<file path="config.mk">
export PLATFORM = sky130hd
export DESIGN_NAME = req_encoder_4to2
export DESIGN_NICKNAME = d
export VERILOG_FILES = /design/src/rtl/req_encoder_4to2.sv
export SDC_FILE = /design/constraint.sdc
export NUM_CORES = 1
export LEC_CHECK = 0
export ABC_AREA = 1
export BUFFER_PORTS_ARGS = -buffer_cell sky130_fd_sc_hd__clkbuf_2
export CORE_AREA = 4 4 41 43
export DETAILED_ROUTE_END_ITERATION = 10
export DIE_AREA = 0 0 45 47
export SLEW_MARGIN = 15
export SYNTH_ARGS = -nofsm -noshare
export SYNTH_HDL_FRONTEND = slang
export SYNTH_SLANG_ARGS = --single-unit
</file>
<file path="constraint.sdc">
create_clock -name i_clk -period 1.2 [get_ports i_clk]
set_input_delay 0 -clock i_clk [delete_from_list [all_inputs] [get_ports i_clk]]
set_output_delay 0 -clock i_clk [all_outputs]
set_load 0.01 [all_outputs]
</file>
<file path="src/rtl/req_encoder_4to2.sv">
// 4-to-2 request encoder with a registered valid/ready grant handshake.
// PRIO_MODE selects fixed priority (0, index 3 highest) or round-robin (1).
module req_encoder_4to2 #(
  parameter int PRIO_MODE = 1
) (
  input  logic       i_clk,
  input  logic       i_reset,
  input  logic       i_en_l,
  input  logic [3:0] i_req_l,
  input  logic       i_ready,
  output logic       o_valid,
  output logic       o_b,
  output logic       o_a,
  output logic       o_gs_l
);

  typedef enum logic {IDLE, HOLD} state_t;

  state_t     r_state;
  logic [3:0] r_req_s;
  logic [1:0] r_ptr;
  logic       r_valid;
  logic       r_b;
  logic       r_a;
  logic       r_gs_l;

  logic [1:0] w_k;
  logic [1:0] w_idx;
  logic       w_any;

  // Later loop iterations overwrite earlier ones: in fixed mode the highest
  // set index wins; in round-robin the offsets run downwards, so the smallest
  // offset from the pointer wins.
  always_comb begin
    w_k   = 2'd0;
    w_idx = 2'd0;
    w_any = |r_req_s;
    if (PRIO_MODE == 0) begin
      for (int i = 0; i < 4; i++)
        if (r_req_s[i]) w_k = 2'(i);
    end else begin
      for (int i = 3; i >= 0; i--) begin
        w_idx = r_ptr + 2'(i);
        if (r_req_s[w_idx]) w_k = w_idx;
      end
    end
  end

  always_ff @(posedge i_clk) begin
    if (i_reset) begin
      r_state <= IDLE;
      r_req_s <= 4'd0;
      r_ptr   <= 2'd0;
      r_valid <= 1'b0;
      r_b     <= 1'b0;
      r_a     <= 1'b0;
      r_gs_l  <= 1'b1;
    end else begin
      r_req_s <= ~i_req_l;
      r_gs_l  <= ~(~i_en_l & w_any);
      case (r_state)
        IDLE: begin
          if (!i_en_l && w_any) begin
            r_b     <= w_k[1];
            r_a     <= w_k[0];
            r_valid <= 1'b1;
            r_state <= HOLD;
          end
        end
        HOLD: begin
          // the held grant ignores request and enable changes until accepted
          if (r_valid && i_ready) begin
            r_valid <= 1'b0;
            r_state <= IDLE;
            if (PRIO_MODE != 0) r_ptr <= {r_b, r_a} + 2'd1;
          end
        end
        default: r_state <= IDLE;
      endcase
    end
  end

  assign o_valid = r_valid;
  assign o_b     = r_b;
  assign o_a     = r_a;
  assign o_gs_l  = r_gs_l;

endmodule
</file>
==> reports/qor.txt <==
Syn Inst Count = 80
Detailed-route wire length per cell = 10.8 microns
Drt drc = 0
Final WS setup = 0.0268 ns
Worst setup EP type = register
Least-Margin Pin Slew = 0.199 ns
Final Power = 826 uW
Largest net degree at the start of global routing = 10
Antenna-violating nets left = 0
Die span in y = 47 microns
Drt pass-1 iters = 4
Slew HR = 86.6%
Avg Inst Size Synth = 6.80 sq um
Gr ovfl total = 0
Dominant cells by area after synthesis = dfxtp_1 (40%), nand2_1 (14%), nand3_1 (9.2%), inv_1 (7.6%), nor2_1 (5.5%)
Syn nets = 88
Worst EP required = 1.35 ns
CP arrival = 1.32 ns
First-pass GRT wire length = 2.01 mm
RSZ-0062 raised after global routing = yes
Area leader, netlist = dfxtp_1
Ant. Diodes = 0
Pwr Density = 1030 nW/um^2
Total wire length = 1.29 mm
Final setup viols = 0
Initial drt markers = 26
Top-area cell type share of the netlist area = 40.5%
Worst-Skew Late Latency = 0.26 ns
Vias = 552
Core Region = 1300 sq um
CTS clk-pin slew, worst paths = 0.07 ns
Final hold vios = 0
Sequential fraction of the synthesis area = 40.5%
Tmin final = 1.17 ns
Die Wd = 45 microns
Dpl ws = 0.0101 ns
Gpl congestion = 0.762
Rows = 13
Synth unique cells = 16
Via density = 4.64
CTS sink count = 11
Initial antenna violation count = 0
Max-cap viol count = 0
Maximum root-to-sink buffer count = 2
Outcome = completed
Port bufs = 11
Vias in the first global route = 494
Hold Crit Class = input pin to register
Fin crit share = 97.8%
# nets final = 113
Multi-input logic area = 312 sq um
FILL cells = 129
Synthesized cell area = 544 sq um
Worst setup path class = register to register
DP Wirelength = 831 microns
Maximum VDD drop = 0.000738 V
# IOs = 12
Yosys warns = 0
Max Slew Vio Count = 0
FMAX = 0.852 GHz
Total Routing Usage GR = 13.1%
Yosys reg bits = 11
CTS root buf = clkbuf_4
Worst Path Max Fanout = 3
Full die area = 2120 sq um
Layout cell share with drive strength beyond 1 = 36.5%
Initial core utilization = 41.8%
CTS H-Tree Depth = 1
Number of buffers created by CTS = 3
Register area = 225 sq um
Pleak = 0.386 nW
Clock Skews = 0.00198 ns
Syn-to-layout area delta = 46.7%
CTS tree = built
Crit start category = register
## cells by family (layout without fill, tap and decap cells)
group | count (synthesis) | in the layout | synth area share (%)
xor+xnor | 1 | 1 | 1.61
simple gates | 42 | 42 | 33.8
flops | 11 | 11 | 40.5
buf+inv | 16 | 40 | 12.9
compound gates | 10 | 10 | 11.3
## what timing repair did
item	CTS	global route
endpoints found under the setup margin	1	2
resized for setup	1	18
gates cloned	0	0
hold buffers	9	0
setup buffers	0	1
pin swaps	0	2
endpoints found under the hold margin	5	0
## power breakdown
group          switching [mW]  internal [mW]  total [mW]
sequential             0.0208          0.388       0.409
combinational          0.0925         0.0832       0.176
clock                   0.113          0.128       0.242
## synthesized netlist by cell type, drive strengths merged
master and count:
buf 1, a21oi 5, inv 15, and2 1, nor2 8, a31oi 1
nand3 11, nand2 22, xor2 1, o21ai 4, dfxtp 11
## per-stage QoR
step / setup TNS (ns) / instances / instance area, sq um / utilization, % / hold WS [ns]
3_5_place_dp: 0 / 106 / 627 / 48.2 / 0.158
2_1_floorplan: 0 / 80 / 544 / - / 0.0667
5_1_grt: -0.143 / 119 / 798 / 61.3 / 0.112
4_1_cts: 0 / 119 / 744 / 57.2 / 0.0754
6_report: 0 / 119 / 798 / 61.3 / 0.0797
3_3_place_gp: 0 / 106 / 627 / 48.2 / 0.157
## worst max-delay path: stages (launching register included)
cell and delay (ns):
dfxtp_1 0.33, nor2_2 0.20, a31oi_4 0.13, nand2_2 0.10, inv_2 0.06, o21ai_0 0.19, a21oi_2 0.05
## state kept, by name (all words and copies together) (netlist names)
name	count
o_valid	1
r_req_s	4
o_a	1
r_ptr	2
o_b	1
o_gs_l	1
r_state	1
## final cells by class
cell class / instances / share of cell area (%)
clock buffers: 4 / 3.29
inverters: 15 / 7.99
multi-input cells: 53 / 39.0
flip-flops and latches: 11 / 28.2
well taps: 15 / 2.35
repair buffers: 21 / 19.1
## routing by layer
metal  up-vias  routed length (microns)  global-route usage (%)  part of all wire, %
met1       235                      554                    15.9                   43
met5         -                        0                       0                    0
met4         0                        9                    7.60                 0.70
met2        13                      664                    20.9                   52
met3         2                       58                    3.45                  4.5
li1        302                        -                       -                    -
## placed cells by master, fill, tap and decap left out
cell,Yosys,routed
a21oi_1,5,4
a21oi_2,0,1
a31oi_4,0,1
and2_4,1,1
buf_4,0,1
clkbuf_1,0,1
clkbuf_2,0,11
clkbuf_4,0,3
dfxtp_1,11,9
dfxtp_2,0,1
dfxtp_4,0,1
dlygate4sd3_1,0,9
inv_1,11,11
inv_2,3,3
inv_8,0,1
nand2_1,21,15
nand2_2,1,7
nand3_1,10,6
nand3_2,1,5
nor2_1,8,7
nor2_2,0,1
o21ai_0,3,3
o21ai_4,0,1
xor2_1,1,1
## path summary, 6_finish.rpt
kind                         startpoint              endpoint  slack [ns]  depth (start not counted)
setup / recovery  r_req_s[1]$_SDFF_PP0_      o_b$_SDFFE_PP0P_        0.03                          6
hold / removal                  i_reset      o_a$_SDFFE_PP0P_        0.08                          4
setup reg to reg  r_req_s[1]$_SDFF_PP0_      o_b$_SDFFE_PP0P_        0.03                          6
hold reg to reg    o_valid$_SDFFE_PP0P_  o_valid$_SDFFE_PP0P_        0.47                          2
Power figures use the tool's default switching activity.
